--- config.mk ---
export PLATFORM = sky130hd
export DESIGN_NAME = risc_sequencer
export DESIGN_NICKNAME = d
export VERILOG_FILES = /design/src/rtl/risc_pkg.sv /design/src/rtl/risc_ctrl_decode.sv /design/src/rtl/risc_sequencer.sv
export SDC_FILE = /design/constraint.sdc
export NUM_CORES = 1
export LEC_CHECK = 0
export CAP_MARGIN = 20
export CELL_PAD_IN_SITES_DETAIL_PLACEMENT = 1
export CELL_PAD_IN_SITES_GLOBAL_PLACEMENT = 1
export CORE_UTILIZATION = 36
export CTS_CLUSTER_DIAMETER = 40
export DETAILED_ROUTE_END_ITERATION = 12
export PLACE_DENSITY_LB_ADDON = 0.1
export SLEW_MARGIN = 20
export SYNTH_ARGS = -nofsm -noshare
export SYNTH_HDL_FRONTEND = slang
export SYNTH_SLANG_ARGS = --single-unit
--- constraint.sdc ---
create_clock -name clk -period 2.9 [get_ports clk]
set_input_delay 0.58 -clock clk [delete_from_list [all_inputs] [get_ports clk]]
set_output_delay 0.58 -clock clk [all_outputs]
set_load 0.1 [all_outputs]
--- src/rtl/risc_pkg.sv ---
// Shared constants and types for the accumulator CPU: opcodes, sequencer phases
// and the control strobe bundle produced by the phase decoder.
package risc_pkg;

    localparam logic [2:0] OP_HLT = 3'd0;
    localparam logic [2:0] OP_SKZ = 3'd1;
    localparam logic [2:0] OP_ADD = 3'd2;
    localparam logic [2:0] OP_AND = 3'd3;
    localparam logic [2:0] OP_XOR = 3'd4;
    localparam logic [2:0] OP_LDA = 3'd5;
    localparam logic [2:0] OP_STO = 3'd6;
    localparam logic [2:0] OP_JMP = 3'd7;

    localparam logic [2:0] PH_INST_ADDR  = 3'd0;
    localparam logic [2:0] PH_INST_FETCH = 3'd1;
    localparam logic [2:0] PH_INST_LOAD  = 3'd2;
    localparam logic [2:0] PH_IDLE       = 3'd3;
    localparam logic [2:0] PH_OP_ADDR    = 3'd4;
    localparam logic [2:0] PH_OP_FETCH   = 3'd5;
    localparam logic [2:0] PH_ALU_OP     = 3'd6;
    localparam logic [2:0] PH_STORE      = 3'd7;

    typedef struct packed {
        logic sel;
        logic rd;
        logic ld_ir;
        logic inc_pc;
        logic ld_pc;
        logic ld_ac;
        logic data_e;
        logic wr;
        logic halt;
        logic instr_done;
    } strobes_t;

    // Instructions that read an operand from memory into the accumulator path.
    function automatic logic is_aluop(input logic [2:0] opc);
        return (opc == OP_ADD) || (opc == OP_AND) || (opc == OP_XOR) || (opc == OP_LDA);
    endfunction

endpackage

--- src/rtl/risc_ctrl_decode.sv ---
// Combinational phase decoder: maps (phase, opcode, zero, halted) onto the
// control strobe bundle. Holds no state.
module risc_ctrl_decode
    import risc_pkg::*;
#(
    parameter int unsigned OPC_WIDTH = 3
) (
    input  logic [2:0]           phase,
    input  logic [OPC_WIDTH-1:0] opcode,
    input  logic                 zero,
    input  logic                 halted,
    output strobes_t             strobes
);

    logic [2:0] opc;
    logic       aluop;

    assign opc   = opcode[2:0];
    assign aluop = is_aluop(opc);

    always_comb begin
        strobes = '0;
        if (halted) begin
            strobes.halt = 1'b1;
        end else begin
            unique case (phase)
                PH_INST_ADDR: begin
                    strobes.sel = 1'b1;
                end
                PH_INST_FETCH: begin
                    strobes.sel = 1'b1;
                    strobes.rd  = 1'b1;
                end
                PH_INST_LOAD, PH_IDLE: begin
                    strobes.sel   = 1'b1;
                    strobes.rd    = 1'b1;
                    strobes.ld_ir = 1'b1;
                end
                PH_OP_ADDR: begin
                    strobes.inc_pc = 1'b1;
                    strobes.halt   = (opc == OP_HLT);
                end
                PH_OP_FETCH: begin
                    strobes.rd = aluop;
                end
                PH_ALU_OP: begin
                    strobes.rd     = aluop;
                    strobes.inc_pc = (opc == OP_SKZ) && zero;
                    strobes.ld_pc  = (opc == OP_JMP);
                    strobes.data_e = (opc == OP_STO);
                end
                PH_STORE: begin
                    strobes.rd         = aluop;
                    strobes.ld_ac      = aluop;
                    strobes.ld_pc      = (opc == OP_JMP);
                    strobes.wr         = (opc == OP_STO);
                    strobes.data_e     = (opc == OP_STO);
                    strobes.instr_done = 1'b1;
                end
                default: strobes = '0;
            endcase
        end
    end

endmodule

--- src/rtl/risc_sequencer.sv ---
// Eight-phase control sequencer: phase counter with run stall, sticky halt flag
// and retired-instruction counter around the combinational strobe decoder.
module risc_sequencer
    import risc_pkg::*;
#(
    parameter int unsigned OPC_WIDTH = 3,
    parameter int unsigned CNT_WIDTH = 16
) (
    input  logic                 clk,
    input  logic                 rst,
    input  logic [OPC_WIDTH-1:0] opcode,
    input  logic                 zero,
    input  logic                 run,
    output logic                 sel,
    output logic                 rd,
    output logic                 ld_ir,
    output logic                 inc_pc,
    output logic                 ld_pc,
    output logic                 ld_ac,
    output logic                 data_e,
    output logic                 wr,
    output logic                 halt,
    output logic                 instr_done,
    output logic [CNT_WIDTH-1:0] retired
);

    logic [2:0]           phase_q, phase_d;
    logic                 halted_q, halted_d;
    logic [CNT_WIDTH-1:0] retired_q, retired_d;
    strobes_t             strobes;

    risc_ctrl_decode #(
        .OPC_WIDTH (OPC_WIDTH)
    ) u_decode (
        .phase   (phase_q),
        .opcode  (opcode),
        .zero    (zero),
        .halted  (halted_q),
        .strobes (strobes)
    );

    always_comb begin
        phase_d   = phase_q;
        halted_d  = halted_q;
        retired_d = retired_q;
        if (halted_q) begin
            phase_d = phase_q;
        end else if (phase_q == PH_INST_ADDR && !run) begin
            phase_d = phase_q;
        end else if (phase_q == PH_OP_ADDR && opcode[2:0] == OP_HLT) begin
            // Freeze in OP_ADDR; only reset leaves the halted state.
            halted_d = 1'b1;
        end else begin
            phase_d = phase_q + 3'd1;
        end
        if (strobes.instr_done) begin
            retired_d = retired_q + 1'b1;
        end
    end

    always_ff @(posedge clk) begin
        if (rst) begin
            phase_q   <= PH_INST_ADDR;
            halted_q  <= 1'b0;
            retired_q <= '0;
        end else begin
            phase_q   <= phase_d;
            halted_q  <= halted_d;
            retired_q <= retired_d;
        end
    end

    assign sel        = strobes.sel;
    assign rd         = strobes.rd;
    assign ld_ir      = strobes.ld_ir;
    assign inc_pc     = strobes.inc_pc;
    assign ld_pc      = strobes.ld_pc;
    assign ld_ac      = strobes.ld_ac;
    assign data_e     = strobes.data_e;
    assign wr         = strobes.wr;
    assign halt       = strobes.halt;
    assign instr_done = strobes.instr_done;
    assign retired    = retired_q;

endmodule

; After elaboration in Yosys (flattened, before gate mapping)
; Index checks and enable logic that the tools add are counted.
[word_totals]
output_inout_bits = 26
inputBits = 7
ff_bits = 20
word_cells = 53
[classes]
reduce_logical = 15
bitwise = 3
n_mux = 16
addsub = 2
eq_ne = 14
[ops]
columns = operator, count
row1 = $eq 3x3->1 const B, 8
row2 = $add 16x1->16 const B, 1
row3 = $mux 1, 13
row4 = $eq 3x2->1 const B, 4
row5 = $mux 8, 1
row6 = $eq 3x1->1 const B, 2
row7 = $logic_not 3->1, 2
row8 = $reduce_or 3->1, 2
row9 = $pmux 1 s2, 2
row10 = $reduce_or 2->1, 2
row11 = $reduce_or 4->1, 1
row12 = $add 3x1->3 const B, 1
row13 = $logic_and 1x1->1, 3
row14 = $logic_or 1x1->1, 3
row15 = $not 1->1, 3
row16 = $reduce_and 3->1, 1
row17 = $logic_not 1->1, 1

; Longest topological paths before layout
; Gate-level depths: netlist (run 1).
[depth]
ltp_word = 6
depth_mapped = 7
depth_no_buf = 7

; By module
; A second synthesis (run 1) with hierarchy kept.
[hier_totals]
hier_cells = 123
area_unflattened_um2 = 1051.0
[modules_own_cells]
columns = mod, cells_per_inst, area_each_um2, n_inst, seq_area_each_um2
row1 = risc_sequencer, 104, 932.1, 1, 400.4
row2 = risc_ctrl_decode, 19, 118.9, 1, 0.0

; Worst setup path before layout (run 1)
; OpenSTA, ideal clock, no wires.
[synth_path]
path_type = register to output
start = reg phase_q[0]
end = out ld_pc
n_path_buf = 0
stages_incl_launch_ff = 5
t_arrival_ns = 3.921
required_ns = 2.320
path_slack_ns = -1.601
cell_sequence = dfxtp_1 -> ha_1 -> ha_1 -> a21oi_1 -> nor4b_1
[synth_via]
elab_chain_cells = 4
elab_cells_between_ends = 5
classes_between = eq/ne: 2 / mux: 2 / reduce/logical: 1
[synth_lines]
columns = item, line
row1 = from (decl), risc_sequencer.sv:27  ; logic [2:0] phase_q, phase_d;
row2 = from (signal assigned), risc_sequencer.sv:67  ; phase_q <= phase_d;
row3 = $eq 3x3->1, risc_ctrl_decode.sv:26  ; unique case (phase)
row4 = $reduce_or 2->1 (no source line) *, -
row5 = $mux 1 *, -
row6 = $mux 8 *, risc_ctrl_decode.sv:23  ; if (halted) begin
row7 = to (decl), risc_sequencer.sv:18  ; output logic ld_pc,
; Mark *: on every way between the ends. The rest lies on a longest branch, timed or not.

; Final worst setup path (run 1)
[layout_path]
start = in opcode[0]
end = out halt
[layout_via]
elab_chain_cells = 3
[layout_lines]
columns = item, line
row1 = from (decl), risc_sequencer.sv:11  ; input logic [OPC_WIDTH-1:0] opcode,
row2 = $logic_not 3->1, risc_ctrl_decode.sv:41  ; strobes.halt = (opc == OP_HLT);
row3 = $mux 1, risc_ctrl_decode.sv:26
row4 = $mux 1, risc_ctrl_decode.sv:23
row5 = to (decl), risc_sequencer.sv:22  ; output logic halt,
; Every way passes these cells.

==> flow_results.org, run 1 <==
** Setup path
- The worst setup path is launched from an input port.
- The critical path goes through clkdlybuf4s50_1 -> nor4b_1 -> a21oi_1 -> inv_1 -> buf_12.
- Largest fanout of any net on the critical path :: 5
- The largest single stage delay on the critical path is around 0.51 ns.
- The largest individual stage delay along the critical path comes from the cell clkdlybuf4s50_1.
- At the worst endpoint, the arrival time is 2.03 ns.
- At the worst endpoint, the required time is 2.32 ns.
- Critical Path End Type :: output pin
- Worst-case register-to-register setup slack :: 0.84 ns
- The critical path is of the input port to output pin type.

** Clocking
- Buffers inserted during post-CTS setup optimization :: 0
- No sink is reached through more buffers than the 2 on the longest clock path.
- Clock latency of the later-clocked register in the worst-skew pair :: 0.31 ns
- Clock tree synthesis inserted a total of 3 buffers.
- The tree is rooted in a clkbuf_4.
- # hold bufs at CTS :: 0
- In this run the number of H-tree levels came out at 1.
- TritonCTS built the clock tree.
- Clk sinks :: 20
- Quantity of gates resized following cts :: 0
- Clock transition at the registers of the reported paths :: 0.13 ns

** Synthesis
- The netlist uses 31 different library cells.
- Warnings, synthesis :: 0
- In this run, synthesis produced a sequential element count of 20.
- Area fraction in and, or, nand and nor cells after synthesis :: between 20 and 30%
- Synthesis produced a netlist whose cell count is 134.
- Fraction of synthesized cell area in xor and xnor cells :: a little under a tenth
- Top cells by area in the synthesized netlist :: dfxtp_1 (36%), ha_1 (9.1%), nor2_1 (6.5%)
- In this run the cell area of the synthesized design comes to approximately 1100 um^2.
- Summing the sequential cell areas from Yosys gives 36.5% of the chip area.
- After synthesis, the share of cell area in mux cells is 0.912%.
- Compound-gate portion of the synthesized area :: 10.1%
- Avg Synthesized Cell Area :: 8.19 um^2
- dfxtp_1 takes more of the synthesized area than any other cell.
- Yosys top cell area share :: 36.5%
- Synthesized-area fraction occupied by adder cells :: 9.12%
- Post-Synthesis Net Count :: approximately 150
- Combinational family with the most area after synthesis :: simple AND/OR/NAND/NOR gates

** Final layout
- Total non-filler cell area in the finished layout :: 1530 um^2
- In the layout the commonest cells are dfxtp_1 (20), nor2_1 (19), buf_4 (19).
- Post-layout nets :: 180
- Ant. Diodes :: 0
- Multi-input combinational cell area :: about 660 um^2
- From synthesis to final layout, the design area changed by 39.3%.
- Count of fill cells added during filler insertion :: 326
- Ratio of cells with drive above 1 in the final layout :: roughly 23%
- Commonest non-fill, non-tap cell in the layout :: dfxtp_1
- Final Core Density :: 54.0%
- Area of all sequential standard cells :: 400 um^2

** Timing
- Setup violations remaining at the end of the flow were counted as 0.
- At the pin with the least slew margin, the transition time is 0.770 ns.
- Post-Route Skew :: 0.0153 ns
- The max-slew violation count was 0.
- Final hold violations :: 0
- Tightest hold margin :: 0.499 ns
- In this run the tightest slew margin relative to its limit is 48.5%.
- Highest Clock Rate :: 384 MHz
- Setup repair after global routing left no endpoint under its margin.
- Minimum clock period after layout :: 2.61 ns
- Fraction of the cycle the final worst path needs :: 89.9%

** Pwr
- Share of power burned in the clock network :: 20.6%
- Total power draw :: 1.13 mW
- The analysis attributes to cell leakage a power of 0.624 nW.
- In this run switching power makes up around 46% of total power.
- Net switching power :: 0.519 mW
- Relative contribution of sequential cells to total power :: 27.8%
- Internal Power :: 0.607 mW
- IR analysis of the VDD net gives a maximum drop of 0.000735 V.
- The share of total power dissipated in combinational logic is 51.6%.
- In this run the power density over the cells is about 740 nW/um^2.

** Routing
- Total DRC errors in the routed layout :: 6
- In the final routed layout, each cell accounts on average for 14.5 um.
- Initial DRC count :: 31
- Detailed-router iteration count before antenna repair :: 8
- Vias per cell :: 5.41
- Summed over all layers, the routed wires come to 2.82 mm.
- Via Count :: 1,054
- Remaining number of nets flagged by the antenna check after routing :: 0

** Global route
- The total overflow left after global routing is 0.
- Antenna violations before repair :: 0
- First-pass GRT wire length :: 5.00 mm
- Entering global routing, the biggest net connects 21 pins.
- The via count of the first global-routing pass came to between 1,000 and 1,500.
- Across every metal layer, demand over resource in global routing totals 19.5%.

** Floorplanning
- Die W :: 57.2 um
- Die Span Y :: 57.2 um
- For this configuration, the core starts out at a cell density of 38.8%.
- Pin placement for this block handled 33 I/O pins.
- The die covers 3270 um^2.
- Core area :: 2830 um^2
- Number of cell rows :: 19

** Placement
- Global placement routability congestion :: between 0.7 and 0.8
- HPWL after DPL :: 2.15 mm
- Summing all placed instances gives a cell area of 1480 um^2.
- In this run the tool buffered the top-level ports with 32 buffer cells.

** Run status
- Run status :: finished with violations
- Failing checks :: design-rule violations

** Min path
- In this run the worst hold path is classified as register to register.

** Flow run
- Number of maximum-capacitance constraint violations :: 0
[power by group through the flow]
stage,sequential [mW],combinational (mW),clock (mW)
6_report,0.313,0.581,0.232
5_1_grt,0.318,0.621,0.250
4_1_cts,0.314,0.586,0.238
3_5_place_dp,0.321,0.584,0
3_3_place_gp,0.318,0.574,0
2_1_floorplan,0.315,0.441,0
[cell families (layout without fill, tap and decap cells)]
kind of cell               count (synthesis)  count (layout)
AOI/OAI and AO/OA                         20              20
buffers and inverters                     14              44
and+or+nand+nor                           59              59
adders and majority gates                  8               8
muxes                                      1               1
xor gates and xnor gates                  12              12
DFF                                       20              20
[cells in the mapped netlist]
library cell and count:
or4_1 1, xor2_1 8, and4_2 1, ha_1 8
a211oi_1 2, and2_1 2, nand2_2 1, nor2b_1 1
nor2_1 19, nor3_1 4, o21ai_0 4, dfxtp_1 20
xnor2_1 4, nor4_1 1, mux2i_1 1, nand2_1 7
nand2b_1 1, a21oi_1 12, o31ai_1 1, nand3_1 6
and3_2 1, clkbuf_1 4, nor3b_1 1, and4b_1 1
inv_1 8, or3_1 5, buf_4 2, nor4b_1 2
and4_1 1, nand4_1 4, a41oi_1 1
[metrics by stage]
stage | setup TNS, ns | worst slack (ns) | instances
floorplan | -0.411 | -0.221 | 134
global placement | 0 | 0.337 | 191
detailed placement | 0 | 0.309 | 191
CTS | 0 | 0.300 | 195
global route | 0 | 0.170 | 195
finish | 0 | 0.293 | 195
[path summary, 6_finish.rpt]
kind / startpoint / depth (start not counted) / endpoint
worst max register to register: phase_q[0] / 6 / retired[15]
worst min register to register: retired[15] / 2 / retired[15]
worst min-delay path: retired[15] / 2 / retired[15]
worst max-delay path: opcode[0] / 5 / halt
[worst max-delay path, delay by kind of cell]
| family | cells | cell delay, ns |
|---|---|---|
| AO/OA/AOI/OAI | 1 | 0.18 |
| buffers and inverters | 3 | 0.82 |
| AND/OR/NAND/NOR | 1 | 0.43 |
[registers in the layout (all words and copies together) (netlist names)]
register and cells:
retired 16, halted_q 1, phase_q 3
[cell type report]
class,instances,area share [%]
clock buffer,3,1.47
clock inverter,1,1.96
inverter,8,1.96
multi-input combinational,100,43.5
sequential,20,26.2
tap,31,2.54
timing repair buffer,32,22.4
[routing by layer]
metal  wire length [um]  vias up  global-route usage (%)  part of all wire, %
li1                   -      518                       -                    -
met1               1300      515                    23.9                   46
met2               1410       19                    34.3                   50
met3                 87        2                    4.08                  3.1
met4                 17        0                    5.92                 0.60
met5                  0        -                       0                    0
(Power assumes the default switching activity.)
==> inputs of run 2 (changes only) <==
--- a/config.mk
+++ b/config.mk
@@ -5,7 +5,6 @@
 export SDC_FILE = /design/constraint.sdc
 export NUM_CORES = 1
 export LEC_CHECK = 0
-export CAP_MARGIN = 20
 export CELL_PAD_IN_SITES_DETAIL_PLACEMENT = 1
 export CELL_PAD_IN_SITES_GLOBAL_PLACEMENT = 1
 export CORE_UTILIZATION = 36
==> results of run 2 <==
Same layout as run 1: the final DEF is identical, and so are final timing and power.
==> RTL change: new RTL, settings of run 2 <==
Make the reset (`rst`) asynchronous in one clocked block.
--- a/src/rtl/risc_sequencer.sv
+++ b/src/rtl/risc_sequencer.sv
@@ -58,7 +58,7 @@
         end
     end
 
-    always_ff @(posedge clk) begin
+    always_ff @(posedge clk or posedge rst) begin
         if (rst) begin
             phase_q   <= PH_INST_ADDR;
             halted_q  <= 1'b0;
Function: differs if rst is asserted again (counterexample within 4 cycles, from zero or initial values and one cycle with rst high); with rst held inactive, the same outputs for 10 cycles.
==> RTL change against run 2 <==
- the flow still finishes with violations (design-rule violations)
- worst setup slack improved by 63 ps
- combinational power grew 64%
- sequential power is 37% higher
- sequential cell count unchanged
- area after synthesis down 0.46%
- clock skew down 8.8 ps
- cell area grew 0.82%
- global-route usage decreased by 2.3 points
- total power grew 37%
- first-iteration DRC count shrank 26%
- sequential share of layout area is 6.3 points higher
- wire length is 12% lower
- fmax increased by 2.5%
- critical path type unchanged
- largest cell class unchanged
- highest routed layer unchanged
==> RTL change: results (changes against run 2) <==
Outcome
  – Status: finished with violations
  – Failing checks: design-rule violations

Drt
  – Vias per cell: 5.229 (-3.3%)
  – Metal2 WL: 1238 um (-12%)
  – Final wirelength: 2488 um (-12%)
  – DR iter-0 viols: 23 (-26%)
  – Met3 wire len: 110 um (+26%)
  – DRT met1 WL: 1129 um (-13%)
  – Top Metal Used: met4
  – Number of remaining DRC errors: 2 (-4)

Min path
  – Worst Hold Path Cells: 1 (-1)

Worst setup path
  – Reg2reg path depth: 6 (unchanged)
  – CP top delay family: buffers and inverters
  – Max incr delay on CP: 460 ps (-50 ps)
  – Max FO, Critical Path: 3 (-2)
  – Reg2reg setup slack: 900 ps (+60 ps)
  – CP Data Arrival Time: 1960 ps (-70 ps)
  – Slowest-stage cell, CP: clkdlybuf4s50_1

Yosys
  – Yosys Warn Count: 0 (unchanged)
  – Proportion of synthesized area in mux cells: 0.01031 (+0.001187)
  – Count of cell types in the netlist: 26 (-16%)
  – Synth area leaders: dfrtp_1, ha_1, xnor2_1, xor2_1, inv_1
  – Post-Syn Nets: 124 (-17%)
  – Post-Synth XOR/XNOR Area: 0.1363 (+0.04053)
  – Compound-Gate Fraction of Synth Area: 0.05956 (-0.04192)
  – Synth async-reset ratio: 1.000 (+1.000)
  – Ys flop type: dfrtp_1
  – Sequential fraction of the synthesis area: 0.4582 (+0.09331)
  – Synth Area in Adders: 0.09164 (+0.0004180)
  – Most common library cells after synthesis: dfrtp_1, xnor2_1, inv_1, nand2_1, nor2_1

Global routing
  – Initial antenna violation count: 0 (unchanged)
  – Total Routing Usage GR: 0.1723 (-0.02296)
  – GRT met1 Usage: 0.2153 (-0.02418)
  – Met3 Track Usage GR: 0.04308 (+0.002268)
  – Vias in the first global route: 968 (-12%)
  – Met2 Resource Use GR: 0.3042 (-0.03866)
  – First-pass GRT wire length: 4360 um (-13%)

CTS
  – CTS root buffer: clkbuf_4
  – Clk_lat worst skew: approximately 300 ps
  – Post-CTS setup buffers: 0 (unchanged)
  – Clock slew seen by the registers of the worst setup and hold paths: 110 ps (-20 ps)

Timing
  – Final Cycle Share: 0.8770 (-0.02190)
  – Max-slew headroom: 0.4919 (+0.006609)
  – Clk_skew: 6.434 ps (-8.849 ps)

Power and ir drop
  – Leak: 0.7556 nW (+21%)
  – Int Power: 692.5 uW (+14%)
  – Worst VDD drop: 0.5342 mV (-27%)

Final layout
  – Layout cells sized above 1: 0.2708 (+0.03913)
  – Diodes inserted: 0 (unchanged)
  – Max reg flops: 16 (unchanged)
  – Final #Nets: 160 (-11%)

Place
  – GPL Wtd Cong: 0.7220 (-0.84%)
  – Placed Area: 1505 sq um (+1.9%)
  – Dpl ws: 364.5 ps (+55.39 ps)
  – Port bufs: 32 (unchanged)
  – Post-DP HPWL: 1993 um (-7.2%)
## RTL change: changes by cell type after synthesis, moves of 3 or more
cell / run 2 / this run
a21oi_1: 12 / 6
and3_1: 0 / 3
clkbuf_1: 4 / 0
dfrtp_1: 0 / 20
dfxtp_1: 20 / 0
nand3_1: 6 / 1
nor2_1: 19 / 9
o21ai_0: 4 / 0
or3_1: 5 / 1
xnor2_1: 4 / 11
## RTL change: cell families after synthesis
group | after synthesis
flops | 20
xor+xnor | 17
mux | 1
buf+inv | 10
simple gates | 43
fa+ha+maj | 8
compound gates | 10
## RTL change: per-stage QoR
stage | std cells | hold slack, ps
2_1_floorplan | 109 | 534.0
3_3_place_gp | 171 | 460.1
3_5_place_dp | 171 | 473.4
4_1_cts | 175 | 492.6
5_1_grt | 175 | 498.8
6_report | 175 | 482.3
## RTL change: worst paths after layout
kind | start | endpoint
worst max-delay path | opcode[1] | rd
worst min-delay path | retired[15]$_DFFE_PP0P_ | retired[15]$_DFFE_PP0P_
worst max register to register | phase_q[1]$_DFFE_PP0P_ | retired[13]$_DFFE_PP0P_
worst min register to register | retired[15]$_DFFE_PP0P_ | retired[15]$_DFFE_PP0P_
max in group asynchronous | rst | retired[10]$_DFFE_PP0P_
min in group asynchronous | rst | retired[5]$_DFFE_PP0P_
## RTL change: power groups by stage
stage               registers (mW)  logic (mW)  clock network, mW
global route                 0.441        1.02              0.178
finish                       0.428       0.954              0.160
floorplan                    0.562       0.575                  0
detailed placement           0.433       0.960                  0
CTS                          0.429       0.962              0.167
global placement             0.426       0.943                  0
## RTL change: area by class of cell
class | count | area, sq um
Multi-Input combinational cell | 79 | 589.3
Tap cell | 31 | 38.79
Fill cell | 331 | 1264
Sequential cell | 20 | 500.5
Timing Repair Buffer | 32 | 342.8
Clock buffer | 4 | 36.28
Inverter | 9 | 33.78
